==> src/rtl/mem_arbiter.sv <==
// Single-port memory bus arbiter between instruction fetch and data load/store.
// Data wins by default; a starvation counter forces fetch, a watchdog aborts hung accesses.
module mem_arbiter #(
    parameter int unsigned ADDR_W   = 32,
    parameter int unsigned DATA_W   = 32,
    parameter int unsigned MAX_DRUN = 4,
    parameter int unsigned TIMEOUT  = 255
) (
    input  logic                  clk,
    input  logic                  rst,
    input  logic                  i_req,
    input  logic [ADDR_W-1:0]     i_addr,
    output logic                  i_ack,
    output logic [DATA_W-1:0]     i_rdata,
    input  logic                  d_ren,
    input  logic                  d_wen,
    input  logic [ADDR_W-1:0]     d_addr,
    input  logic [DATA_W-1:0]     d_wdata,
    input  logic [DATA_W/8-1:0]   d_ben,
    output logic                  d_ack,
    output logic [DATA_W-1:0]     d_rdata,
    output logic                  mem_ren,
    output logic                  mem_wen,
    output logic [ADDR_W-1:0]     mem_addr,
    output logic [DATA_W-1:0]     mem_wdata,
    output logic [DATA_W/8-1:0]   mem_ben,
    input  logic [DATA_W-1:0]     mem_rdata,
    input  logic                  mem_busy,
    output logic                  cpu_stall,
    output logic                  err
);
    localparam int unsigned BEN_W  = DATA_W / 8;
    localparam int unsigned DRUN_W = $clog2(MAX_DRUN + 1);
    localparam int unsigned WD_W   = 8;

    typedef enum logic [1:0] {S_IDLE, S_ACCESS, S_DONE} state_e;
    typedef enum logic {OWN_I, OWN_D} owner_e;

    state_e              state_q, state_d;
    owner_e              owner_q, owner_d;
    logic [DRUN_W-1:0]   drun_q, drun_d;
    logic [WD_W-1:0]     wd_q, wd_d;
    logic                i_ack_q, i_ack_d, d_ack_q, d_ack_d;
    logic [DATA_W-1:0]   i_rdata_q, i_rdata_d, d_rdata_q, d_rdata_d;
    logic                mem_ren_q, mem_ren_d, mem_wen_q, mem_wen_d;
    logic [ADDR_W-1:0]   mem_addr_q, mem_addr_d;
    logic [DATA_W-1:0]   mem_wdata_q, mem_wdata_d;
    logic [BEN_W-1:0]    mem_ben_q, mem_ben_d;
    logic                err_q, err_d;

    logic d_req, d_can, i_can, starved;

    assign d_req   = d_ren | d_wen;
    // A requester being acked this cycle may not win the bus again in the same cycle.
    assign d_can   = d_req & ~d_ack_q;
    assign i_can   = i_req & ~i_ack_q;
    assign starved = i_can & (drun_q == DRUN_W'(MAX_DRUN));

    // Next-state and registered-output logic.
    always_comb begin
        state_d     = state_q;
        owner_d     = owner_q;
        drun_d      = drun_q;
        wd_d        = wd_q;
        i_ack_d     = 1'b0;
        d_ack_d     = 1'b0;
        i_rdata_d   = i_rdata_q;
        d_rdata_d   = d_rdata_q;
        mem_ren_d   = mem_ren_q;
        mem_wen_d   = mem_wen_q;
        mem_addr_d  = mem_addr_q;
        mem_wdata_d = mem_wdata_q;
        mem_ben_d   = mem_ben_q;
        err_d       = err_q;

        case (state_q)
            S_IDLE: begin
                if (!i_req) drun_d = '0;
                if (d_can && !starved) begin
                    owner_d     = OWN_D;
                    mem_wen_d   = d_wen;
                    mem_ren_d   = ~d_wen;
                    mem_addr_d  = d_addr;
                    mem_wdata_d = d_wdata;
                    mem_ben_d   = d_ben;
                    if (i_req && drun_q != DRUN_W'(MAX_DRUN)) drun_d = drun_q + DRUN_W'(1);
                    state_d     = S_ACCESS;
                end else if (i_can) begin
                    owner_d     = OWN_I;
                    mem_ren_d   = 1'b1;
                    mem_wen_d   = 1'b0;
                    mem_addr_d  = i_addr;
                    mem_wdata_d = '0;
                    mem_ben_d   = '1;
                    drun_d      = '0;
                    state_d     = S_ACCESS;
                end
            end
            S_ACCESS: begin
                if (!mem_busy) begin
                    mem_ren_d = 1'b0;
                    mem_wen_d = 1'b0;
                    if (owner_q == OWN_D) begin
                        d_rdata_d = mem_rdata;
                        d_ack_d   = 1'b1;
                    end else begin
                        i_rdata_d = mem_rdata;
                        i_ack_d   = 1'b1;
                    end
                    state_d = S_DONE;
                end else begin
                    wd_d = wd_q + WD_W'(1);
                    if (wd_d == WD_W'(TIMEOUT)) begin
                        mem_ren_d = 1'b0;
                        mem_wen_d = 1'b0;
                        err_d     = 1'b1;
                        if (owner_q == OWN_D) begin
                            d_rdata_d = '0;
                            d_ack_d   = 1'b1;
                        end else begin
                            i_rdata_d = '0;
                            i_ack_d   = 1'b1;
                        end
                        state_d = S_DONE;
                    end
                end
            end
            S_DONE: begin
                wd_d    = '0;
                state_d = S_IDLE;
            end
            default: state_d = S_IDLE;
        endcase
    end

    always_ff @(posedge clk) begin
        if (rst) begin
            state_q     <= S_IDLE;
            owner_q     <= OWN_I;
            drun_q      <= '0;
            wd_q        <= '0;
            i_ack_q     <= 1'b0;
            d_ack_q     <= 1'b0;
            i_rdata_q   <= '0;
            d_rdata_q   <= '0;
            mem_ren_q   <= 1'b0;
            mem_wen_q   <= 1'b0;
            mem_addr_q  <= '0;
            mem_wdata_q <= '0;
            mem_ben_q   <= '0;
            err_q       <= 1'b0;
        end else begin
            state_q     <= state_d;
            owner_q     <= owner_d;
            drun_q      <= drun_d;
            wd_q        <= wd_d;
            i_ack_q     <= i_ack_d;
            d_ack_q     <= d_ack_d;
            i_rdata_q   <= i_rdata_d;
            d_rdata_q   <= d_rdata_d;
            mem_ren_q   <= mem_ren_d;
            mem_wen_q   <= mem_wen_d;
            mem_addr_q  <= mem_addr_d;
            mem_wdata_q <= mem_wdata_d;
            mem_ben_q   <= mem_ben_d;
            err_q       <= err_d;
        end
    end

    assign i_ack     = i_ack_q;
    assign d_ack     = d_ack_q;
    assign i_rdata   = i_rdata_q;
    assign d_rdata   = d_rdata_q;
    assign mem_ren   = mem_ren_q;
    assign mem_wen   = mem_wen_q;
    assign mem_addr  = mem_addr_q;
    assign mem_wdata = mem_wdata_q;
    assign mem_ben   = mem_ben_q;
    assign err       = err_q;
    assign cpu_stall = (i_req & ~i_ack_q) | (d_req & ~d_ack_q);

endmodule

==> config.mk <==
export PLATFORM = sky130hd
export DESIGN_NAME = mem_arbiter
export DESIGN_NICKNAME = d
export VERILOG_FILES = /design/src/rtl/mem_arbiter.sv
export SDC_FILE = /design/constraint.sdc
export NUM_CORES = 1
export LEC_CHECK = 0
export BUFFER_PORTS_ARGS = -buffer_cell sky130_fd_sc_hd__buf_2
export CAP_MARGIN = 20
export CORE_ASPECT_RATIO = 1.75
export CORE_MARGIN = 2
export CORE_UTILIZATION = 52
export CTS_BUF_LIST = sky130_fd_sc_hd__clkbuf_4 sky130_fd_sc_hd__clkbuf_8
export CTS_CLUSTER_SIZE = 30
export DETAILED_ROUTE_END_ITERATION = 12
export PLACE_DENSITY = 0.87
export SLEW_MARGIN = 10
export SYNTH_ARGS = -nofsm -noshare
export SYNTH_HDL_FRONTEND = slang
export SYNTH_SLANG_ARGS = --single-unit
==> constraint.sdc <==
create_clock -name clk -period 5.5 [get_ports clk]
set_input_delay 1.375 -clock clk [delete_from_list [all_inputs] [get_ports clk]]
set_output_delay 1.375 -clock clk [all_outputs]
set_load 0.01 [all_outputs]
Word-level counts from Yosys, hierarchy flattened
Index checks and enable logic that the tools add are counted.

operators by class
  add/subtract/negate cells = 2
  multiply operators = 0
  divide/modulo/power cells = 0
  $lt $le $gt $ge = 0
  equality and inequality tests = 12
  shift-type cells = 0
  mux-type cells = 40
  bitwise logic cells = 9
  reduce and logical (&&, ||, !) cells = 16

operators with widths
  operator                                              count
  two-way mux 32 bit                                    12
  one-hot mux 8 bit (2 select lines)                    1
  two-way mux 1 bit                                     13
  two-way mux 3 bit                                     4
  != test 3 bit (second input constant)                 3
  adder 8 x 1 -> 8 bit (second input constant)          1
  equality test 8 bit (second input constant)           1
  two-way mux 2 bit                                     4
  two-way mux 4 bit                                     2
  two-way mux 8 bit                                     1
  != test 2 bit (second input constant)                 4
  AND reduction 4 bit                                   2
  nonzero test 2 bit                                    4
  AND reduction 2 bit                                   3
  AND reduction 3 bit                                   2
  NOT 1 bit                                             4
  one-hot mux 1 bit (2 select lines)                    2
  one-hot mux 2 bit (2 select lines)                    1
  adder 3 x 1 -> 3 bit (second input constant)          1
  bitwise AND 1 bit                                     3
  equality test 3 bit (second input constant)           1
  equality test 2 x 1 -> 1 bit (second input constant)  1
  equality test 2 bit (second input constant)           1
  logical AND 1 bit                                     2
  5 further kinds                                       6

storage, ports and cells
  register bits after elaboration = 151
  latch bits = 0
  RAM bits = 0
  bits in read-only memories = 0
  input bits = 138
  output and inout port bits = 138
  memories kept = 0

Depth between registers and ports, before layout
  depth in word-level cells = 7
  depth in mapped cells = 7
  depth with buffers taken out = 6

Worst setup path after synthesis
OpenSTA, ideal clock, no wires.

  path type = input to output
  start = in d_wen
  end = out cpu_stall
  arrival time = 1.937 ns
  required time = 4.125 ns
  path slack = 2.188 ns
  cell stages on the path = 2
  path buffers = 0
  cells stage by stage = o21bai_1 > nand2_1

on the way
  word-level cells in the longest chain between the ends = 3

RTL lines
  item               line  text
  from (decl)        16    input logic d_wen,
  OR 1 bit           53    assign d_req = d_ren | d_wen;
  bitwise AND 1 bit  180   assign cpu_stall = (i_req & ~i_ack_q) | (d_req & ~d_ack_q);
  OR 1 bit           180
  to (decl)          29    output logic cpu_stall,

Every way passes these cells.

Final worst setup path
Ends and elaborated chain as after synthesis.

==> flow_summary.json <==
{
  "status": "finished clean",
  "nets": 1016,
  "fin_area_mm2": 0.007848,
  "synth_area_mm2": 0.006065,
  "finalCriticalPeriod_ns": 3.533,
  "hp-start": "err",
  "ys_seq_elements": 151,
  "clock.fmax_mhz": 283.0,
  "grt_pass1_vias": 5351,
  "powerDensity_mw_per_mm2": 319.4,
  "antenna_found_initial": 3,
  "avgSynthCellArea_um2": 9.813,
  "die_y_um": 146.9,
  "ios": 276,
  "end_kind": "primary output",
  "path_max_fanout": 4,
  "path_class": "input pin to primary output",
  "wl_per_cell_um": 15.83,
  "rows": 52,
  "irDropWorstVdd_mv": 0.2680,
  "cts.sinks": 151,
  "startpoint_type": "input pin",
  "max_stage_delay_ns": 0.43,
  "p_leak_nw": 3.631,
  "top_layer_used": "met5",
  "m1WireLength_mm": 5.929,
  "die_area_mm2": 0.01258,
  "route.met3.wl_mm": 1.502,
  "cts_resized": 0,
  "vias": 5627,
  "cts_hold_buf": 0,
  "syn_inst": 618,
  "yosysWarningCount": 0,
  "hold_class": "flip-flop to flip-flop",
  "root_buffer": "clkbuf_8",
  "gp_congestion": 0.7905,
  "worstSetupStartpoint": "d_wen",
  "cts_tree": "built",
  "max_slew_margin": 0.3443,
  "synth.distinct_cells": 55,
  "drt_wl_total_mm": 16.21,
  "drc": 0,
  "worst_pin_slew_ns": 0.9801,
  "area_delta_synth_final_pct": 29.40,
  "fin_crit_sh": 0.6424,
  "synth-async-reset-ratio": 0,
  "core_area_mm2": 0.01145,
  "place_area_mm2": 0.007446,
  "crit_chain": "buf_2 -> o21bai_1 -> nand2_1 -> buf_2",
  "cts.path.max_buffers": 2,
  "cp_data_required_time_ns": 4.12,
  "firstDrtPassIters": 5,
  "grt_usage": 0.2559,
  "path_common_cell": "buf_2",
  "grt_overflow_total": 0,
  "clock_latency_ns": 0.44,
  "die_w_um": 85.64,
  "setup_violations": 0,
  "drive_gt1_frac": 0.3766,
  "first_iter_violations": 254,
  "post_cts_buffers": 0,
  "ys.flop_type": "dfxtp_1",
  "path_clk_slew_ns": 0.08,
  "h-tree-depth": 4,
  "rsz0062_at_grt": "no",
  "reg2reg_from": "state_q[0]",
  "cap_violations": 0,
  "start_util": 0.5296,
  "grt_max_degree": 70,
  "viasPerCell": 5.495,
  "wl_met2_mm": 8.256,
  "cp_slowest_cell": "o21bai_1",
  "fin_tns_setup_ns": 0,
  "maxSlewViolCount": 0,
  "fin_skew_ns": 0.01309,
  "grt_first_pass_wirelength_mm": 25.69,
  "numCtsBuffers": 17,
  "io_buffers": 275,
  "antenna_left": 0,
  "hpwl_mm": 11.72,
  "hold_viol": 0,
  "seq_area_frac_synth": 0.4985,
  "synth_edf_count": 0,
  "arrival_ns": 2.16,
  "synth_nets": 760
}
## through the flow
step                      cells  worst slack, ns    util  hold slack (ns)  power [mW]
after global routing       1022            1.897  0.6849           0.4923       2.628
after floorplan             618            2.188       -           0.4710       1.545
after CTS                  1020            1.958  0.6823           0.4758       2.523
after global placement      988            1.979  0.6502           0.4458       1.721
after detailed placement    988            1.962  0.6502           0.4541       1.734
final                      1024            1.967  0.6853           0.4736       2.507
## critical path: cells and delay by family
family | cells | cell delay (ns)
AOI/OAI and AO/OA | 1 | 0.43
and+or+nand+nor | 1 | 0.09
buffers and inverters | 2 | 0.27
## cells in the mapped netlist, drive strengths merged, types with 6 or more instances
library cell	n	area share
mux2i	97	0.16
nand3	6	0.0050
buf	29	0.028
nor2b	6	0.0062
a22oi	34	0.042
nor2	112	0.071
dfxtp	151	0.50
nand2	7	0.0043
o21ai	38	0.031
a21oi	49	0.042
clkbuf	18	0.011
inv	6	0.0037
## flip-flops by register name, summed over array words and instances (netlist names), 2 cells and up
name and flops:
mem_addr 32, mem_wdata 32, i_rdata 32, state_q 2, drun_q 3, mem_ben 4, wd_q 8, d_rdata 32
## report_power, final
part | internal [mW] | switching (mW)
Sequential | 1.18 | 0.0528
Clock | 0.330 | 0.462
Combinational | 0.204 | 0.275
## area by class of cell
class / count / area, µm²
timing repair buffer: 284 / 1459
sequential: 151 / 3023
tap: 135 / 168.9
clock inverter: 15 / 132.6
fill: 924 / 3603
clock buffer: 17 / 234.0
multi-input combinational: 414 / 2803
inverter: 6 / 22.52
antenna: 2 / 5.005
## cell families after synthesis
logic type,Yosys count,synth area share
adder cells (fa/ha/maj),4,0.008253
flip-flops,151,0.4985
AO/OA/AOI/OAI,148,0.1564
buffers and inverters,53,0.04312
AND/OR/NAND/NOR,163,0.1283
multiplexers,97,0.1601
XOR/XNOR,2,0.005364
## cells in the final DEF, fill, tap and decap left out, types with 3 or more instances in the layout
cell type and instances:
o21ai_0 37, nand3b_1 5, a21oi_1 48, inv_1 6, clkbuf_8 17, o22ai_1 5, inv_6 5, inv_8 4
buf_2 275, o211ai_1 4, ha_1 4, o21bai_1 3, nor2_1 109, nand2b_1 5, dfxtp_1 151, nand4_1 3
buf_4 7, clkinvlp_4 4, nand3_1 6, a22oi_1 34, mux2i_1 97, nor2b_1 6, nand2_1 6
## worst paths after layout
check,endpoint,slack (ns),cells past startpoint
setup / recovery,cpu_stall,1.97,4
hold / removal,err,0.47,1
setup reg to reg,i_rdata[4],3.15,5
hold reg to reg,err,0.47,1
## metal layers
layer / track usage / vias up
met5: 0 / -
met3: 0.1045 / 43
li1: - / 2705
met2: 0.4461 / 270
met1: 0.2690 / 2607
met4: 0.1040 / 2
(Power assumes the default switching activity.)
